<file path="src/rtl/clk_en_gen.sv">
// clk_en_gen: symbol phase counter producing half-rate, sample and symbol clock enables
module clk_en_gen #(
  parameter int CNT_W     = 4,
  parameter int SAM_RATIO = 4,
  parameter int SYM_RATIO = 16
) (
  input  logic             sys_clk,
  input  logic             reset,
  input  logic             run,
  input  logic             sync,
  output logic [CNT_W-1:0] clk_phase,
  output logic             half_clk_ena,
  output logic             sam_clk_ena,
  output logic             sym_clk_ena,
  output logic [CNT_W-1:0] sam_idx,
  output logic [15:0]      sym_cnt,
  output logic             locked
);
  localparam logic [CNT_W-1:0] LAST = CNT_W'(SYM_RATIO - 1);
  if (SAM_RATIO < 2 || SAM_RATIO % 2 != 0 || SYM_RATIO < SAM_RATIO ||
      SYM_RATIO % SAM_RATIO != 0 || SYM_RATIO > (1 << CNT_W)) begin : g_bad_params
    $error("clk_en_gen: illegal CNT_W/SAM_RATIO/SYM_RATIO combination");
  end
  logic [CNT_W-1:0] phase_q, phase_d;
  logic [15:0]      cnt_q, cnt_d;
  logic             locked_q, locked_d;
  logic             en;
  logic [31:0]      ph_w;
  assign clk_phase = phase_q;
  assign sym_cnt   = cnt_q;
  assign locked    = locked_q;
  // enables decode straight from the registered phase; masked by reset so they read 0 while it is held
  always_comb begin
    en           = run & ~sync & ~reset;
    ph_w         = 32'(phase_q);
    half_clk_ena = en & phase_q[0];
    sam_clk_ena  = en & (ph_w % SAM_RATIO == SAM_RATIO - 1);
    sym_clk_ena  = en & (phase_q == LAST);
    sam_idx      = CNT_W'(ph_w / SAM_RATIO);
  end
  // next state: sync realigns everything, otherwise run advances the phase and counts symbols
  always_comb begin
    phase_d  = sync ? '0 : run ? (phase_q == LAST ? '0 : phase_q + 1'b1) : phase_q;
    cnt_d    = sync ? '0 : cnt_q + 16'(sym_clk_ena);
    locked_d = ~sync & (locked_q | sym_clk_ena);
  end
  // state registers with asynchronous clear
  always_ff @(posedge sys_clk or posedge reset) begin
    if (reset) begin
      phase_q  <= '0;
      cnt_q    <= '0;
      locked_q <= 1'b0;
    end else begin
      phase_q  <= phase_d;
      cnt_q    <= cnt_d;
      locked_q <= locked_d;
    end
  end
endmodule

</file>
<file path="config.mk">
export PLATFORM = sky130hd
export DESIGN_NAME = clk_en_gen
export DESIGN_NICKNAME = d
export VERILOG_FILES = /design/src/rtl/clk_en_gen.sv
export SDC_FILE = /design/constraint.sdc
export NUM_CORES = 1
export LEC_CHECK = 0
export BUFFER_PORTS_ARGS = -buffer_cell sky130_fd_sc_hd__buf_2
export CORE_ASPECT_RATIO = 0.6
export CORE_MARGIN = 3
export CORE_UTILIZATION = 46
export CTS_CLUSTER_SIZE = 25
export DETAILED_ROUTE_END_ITERATION = 8
export PLACE_DENSITY = 0.82
export SLEW_MARGIN = 5
export SYNTH_ARGS = -nofsm -noshare
export SYNTH_HDL_FRONTEND = slang
export SYNTH_SLANG_ARGS = --single-unit
</file>
<file path="constraint.sdc">
create_clock -name sys_clk -period 2.31 [get_ports sys_clk]
set_clock_uncertainty 0.05 [all_clocks]
set_input_delay 0.462 -clock sys_clk [delete_from_list [all_inputs] [get_ports sys_clk]]
set_output_delay 0.462 -clock sys_clk [all_outputs]
set_load 0.02 [all_outputs]
</file>
* Word level (Yosys, flattened, before mapping)
Index checks and enable logic that the tools add are counted.
** Storage, ports and cells
- Register bits after elaboration :: 21
- Bits of input ports :: 4
- Output and inout bits :: 28
- Word-level logic and storage cells :: 21
** Cells by class
- Add/sub/neg operators :: 2
- Eq/ne operators :: 2
- Mux-type cells :: 4
- Bitwise gates (word level) :: 9
- Reductions and logical operators :: 1
** Operators with widths (count)
- 16-bit by 1-bit adder with 16-bit output :: 1
- 16-bit two-way mux :: 1
- 4-bit two-way mux :: 3
- 1-bit bitwise AND :: 6
- 4-bit by 1-bit adder with 4-bit output (second input constant) :: 1
- 4-bit == test (second input constant) :: 1
- 2-bit == test (second input constant) :: 1
- 1-bit NOT :: 2
- 2-bit nonzero test :: 1
- 1-bit bitwise OR :: 1

* Logic depth before layout (Yosys ltp)
- Depth after elaboration :: 6
- Gate-level depth with buffers :: 7
- Gate-level depth less buffers :: 7

* Least setup slack after synthesis
Ideal clock, no wire load.
- Path type :: reg2reg
- Start :: register phase_q[0] (netlist: clk_phase[0])
- End :: register cnt_q[12] (netlist: sym_cnt[12])
- Library setup time :: 0.120 ns
- Arrival time :: 2.264 ns
- Data required time :: 2.140 ns
- Setup slack :: -0.124 ns
- Stages on the path, launching flop included :: 8
- Buffers on the path :: 0
- Clock period less this slack :: 2.434 ns
- Cells stage by stage :: dfrtp_1 ha_1 and4_1 ha_1 nand4_1 nor4_1 a21oi_1 a31o_2
** Between the ends
- Cells in the longest elaborated chain, start to end :: 4
** RTL lines
- start: declaration :: RTL line 24 : logic [CNT_W-1:0] phase_q, phase_d;
- start signal: assignment :: RTL line 54 : phase_q <= phase_d;
- 4-bit == test :: RTL line 38 : sym_clk_ena = en & (phase_q == LAST);
- 1-bit bitwise AND :: RTL line 38
- net sym_clk_ena :: RTL line 14 : output logic sym_clk_ena,
- 16-bit by 1-bit adder with 16-bit output :: RTL line 44 : cnt_d = sync ? '0 : cnt_q + 16'(sym_clk_ena);
- 16-bit two-way mux :: RTL line 44
- net cnt_d[12] :: RTL line 25 : logic [15:0] cnt_q, cnt_d;
- end signal: assignment :: RTL line 55 : cnt_q <= cnt_d;
- end: declaration :: RTL line 25
The timed path passes the listed nets, and every way through them passes these cells.
A chain may end at the register's enable or synchronous reset.

* Worst setup path after layout
- Start :: register phase_q[0] (netlist: clk_phase[0])
- End :: register cnt_q[12] (netlist: sym_cnt[12])
** Between the ends
- Cells in the longest elaborated chain, start to end :: 4
** RTL lines (RTL line)
- 4-bit == test :: 38
- 1-bit bitwise AND :: 38
- 16-bit by 1-bit adder with 16-bit output :: 44
- 16-bit two-way mux :: 44
- net cnt_d[12] :: 25
The timed path passes the listed nets, and every way through them passes these cells.

==> results.yml <==
timing:
  worst_pin_slew_ns: 0.757
  fmax_mhz: 463
  rsz0062_at_grt: "false"
  finalCritPeriodShare_pct: 93.4
  setup_viol: 0
  finalSetupTns_ns: 0
  post-route-min-period_ns: 2.16
  hold_viol: 0
  slew_viol_final: 0
  relSlewSlack_pct: 49.5
global_route:
  antenna_found_initial: 0
  grt_pass1_wl_um: 3790
  gr-usage-met1_pct: 23.9
  gr-total-overflow: 0
  grt.total_usage_pct: 17.0
  grt_pass1_vias: 816
  top_usage_layer: "met2"
  grtUsageMet2_pct: 25.1
  grt_max_degree: 23
  grtUsageMet3_pct: 6.22
synth:
  ys_ff_latch: 21
  syn-cell-area_mm2: 0.00107
  postSynthAreaPerCell_um2: 9.46
  ys_types: 29
  ys_seq_area_share_pct: 49.2
  yosysTopAreaCell: "dfrtp_1"
  synthCells: 113
  yosys.area.top_type_share_pct: 49.2
  ys.warnings.count: 0
  synth.area.top_cells: "dfrtp_1 (49%), nor2_1 (6.7%), xnor2_1 (6.6%), ha_1 (3.5%), a21oi_1 (3.3%)"
cts:
  holdBufCountCts: 0
  clock-sinks: 21
  post_cts_buffers: 0
  postCtsResizedCells: 0
  path_clk_slew_ns: 0.07
  clock_tree.buffer_depth: 2
  cts_tree: "yes"
  cts_buffers: 3
  clk_latency_ns: 0.26
  ctsRootBufferMaster: "clkbuf_8"
  cts_max_level: 1
route:
  finalWirelength_um: 2250
  routedWlPerCell_um: 12.8
  drt_iter0_markers: 44
  dr.pass1.iters: 4
  drc_errors: 0
  ant_nets: 0
  avgViaCountPerCell: 5.30
  vias: 932
critical_path:
  crit_type: "register to register"
  cp_max_fo: 8
  critPathMostFrequentCell: "ha_1"
  critical-path-max-stage-delay_ns: 0.41
  worstPathRequired_ns: 2.41
  endpoint_kind: "register"
  worst_path_max_delay_cell: "dfrtp_2"
  critPathArrivalTime_ns: 2.26
  path_cells: "ha_1, and4_2, ha_1, nand4_1, buf_4, nor4_4, a21oi_1, a31o_2"
  start_kind: "register"
power:
  power.switching_w: 0.000143
  switching_share_pct: 22.1
  internal-power_w: 0.000506
  p_per_area_mw_per_mm2: 488
  ir_worst_vdd_mv: 0.289
  clockPowerShare_pct: 36.2
  leakagePower_nw: 0.658
  pwr-share-seq_pct: 57.7
  comb_power_share_pct: 6.1
placement:
  hpwl_um: 1670
  globalplace.congestion: 0.818
  dpl_cell_area_mm2: 0.00128
  port_buffers: 29
floorplanning:
  die-area_mm2: 0.00296
  core_area_mm2: 0.00201
  die_x_um: 68.2
  core.rowCount: 12
  dieHeight_um: 43.3
  io_pins: 32
  initial_utilization_pct: 53.1
worst_hold_path:
  hold_class: "input pin to asynchronous set/reset pin"
job:
  max_cap_viol_count: 0
status:
  status: "finished clean"
final_layout:
  num_antenna_cells: 0
  area_growth_pct: 24.6
  layout-drive-gt1-share_pct: 31.1
  finish.instance_area_mm2: 0.00133
  nNetsFinal: 156
-- cell usage after synthesis --
cell and number:
nand2b_1 2, clkbuf_1 2, and2_1 2, a211oi_1 1
and4_1 1, buf_4 4, inv_1 4, nor4_1 4
nor2b_1 1, xor2_1 3, a31o_2 1, conb_1 1
or3_1 3, nand3_1 4, nand3b_1 1, a21oi_1 7
nor2_1 19, or4_4 1, nand2_1 7, nor3_1 4
nand4_1 2, mux2i_1 1, a31oi_1 1, dfrtp_1 21
ha_1 3, xnor2_1 8, nor3b_1 1, o21ai_0 3
nand3_2 1
-- worst paths after layout --
check                             start  cells past startpoint  slack [ns]      endpoint
hold reg to reg                  locked                      2        0.45        locked
setup / recovery           clk_phase[0]                      8        0.15   sym_cnt[12]
min in group sys_clk             locked                      2        0.45        locked
setup reg to reg           clk_phase[0]                      8        0.15   sym_cnt[12]
max in group asynchronous         reset                      2        1.40  clk_phase[1]
hold / removal                    reset                      2        0.29   sym_cnt[11]
-- state kept, by name (all words and copies together) (netlist names) --
register / flops
sym_cnt: 16
clk_phase: 4
locked: 1
-- logic make-up (layout without fill, tap and decap cells) --
group           after synthesis  count (layout)  synth area share (%)
flops                        21              21                  49.2
buf+inv                      10              44                  4.92
fa+ha+maj                     3               3                  3.51
mux                           1               1                 0.937
xor+xnor                     11              11                  9.02
compound gates               13              13                  6.79
other cells                   1               2                 0.351
simple gates                 53              53                  25.3
-- cell type report --
cell class | count | area, um2
multi-input combinational | 83 | 510
tap | 28 | 35.0
inverter | 4 | 15.0
clock buffer | 4 | 45.0
sequential | 21 | 528
fill | 165 | 681
timing repair buffer | 36 | 198
-- layout by cell type (no fill, tap or decap) --
master,n
nand4_1,2
nand3_1,4
nor4_4,1
or3_1,3
nand3_2,1
mux2i_1,1
dfrtp_1,19
dfrtp_2,2
xnor2_1,8
clkbuf_8,3
nor2_1,19
nor2b_1,1
a21oi_1,7
buf_4,7
clkbuf_1,1
buf_2,29
nand2b_1,2
and4_2,1
nor4_1,3
o21ai_0,3
nand3b_1,1
nor3b_1,1
and2_1,2
conb_1,2
ha_1,3
inv_1,4
a211oi_1,1
a31oi_1,1
nor3_1,4
or4_4,1
xor2_1,3
a31o_2,1
nand2_1,7
-- routing by layer --
layer,wire length [um],part of all wire [%],vias up
met5,0,0,-
met4,11,0.49,0
met3,198,8.8,2
met2,958,43,39
met1,1080,48,440
li1,-,-,451
-- power groups by stage --
stage / Clock [W] / Combinational [W] / Sequential, W
2_1_floorplan: 0 / 0.0000246 / 0.000384
3_3_place_gp: 0 / 0.0000400 / 0.000381
3_5_place_dp: 0 / 0.0000404 / 0.000382
4_1_cts: 0.000242 / 0.0000405 / 0.000374
5_1_grt: 0.000265 / 0.0000445 / 0.000375
6_report: 0.000235 / 0.0000398 / 0.000375
-- per-stage QoR --
stage / utilization, % / instances / hold WS [ns] / power, W / worst slack [ns]
2_1_floorplan: - / 114 / 0.388 / 0.000409 / 0.0231
3_3_place_gp: 63.5 / 172 / 0.437 / 0.000421 / 0.00836
3_5_place_dp: 63.5 / 172 / 0.439 / 0.000422 / -0.0450
4_1_cts: 65.7 / 176 / 0.323 / 0.000657 / 0.130
5_1_grt: 66.2 / 176 / 0.373 / 0.000684 / 0.00518
6_report: 66.2 / 176 / 0.291 / 0.000649 / 0.152
-- worst max-delay path, delay by kind of cell (launching register included) --
| kind | cells | cell delay (ns) |
|---|---|---|
| adders and majority gates | 2 | 0.42 |
| buffers and inverters | 1 | 0.18 |
| AOI/OAI and AO/OA | 2 | 0.33 |
| DFF | 1 | 0.41 |
| and+or+nand+nor | 3 | 0.66 |
No activity file was read; power rests on OpenSTA's default activity.
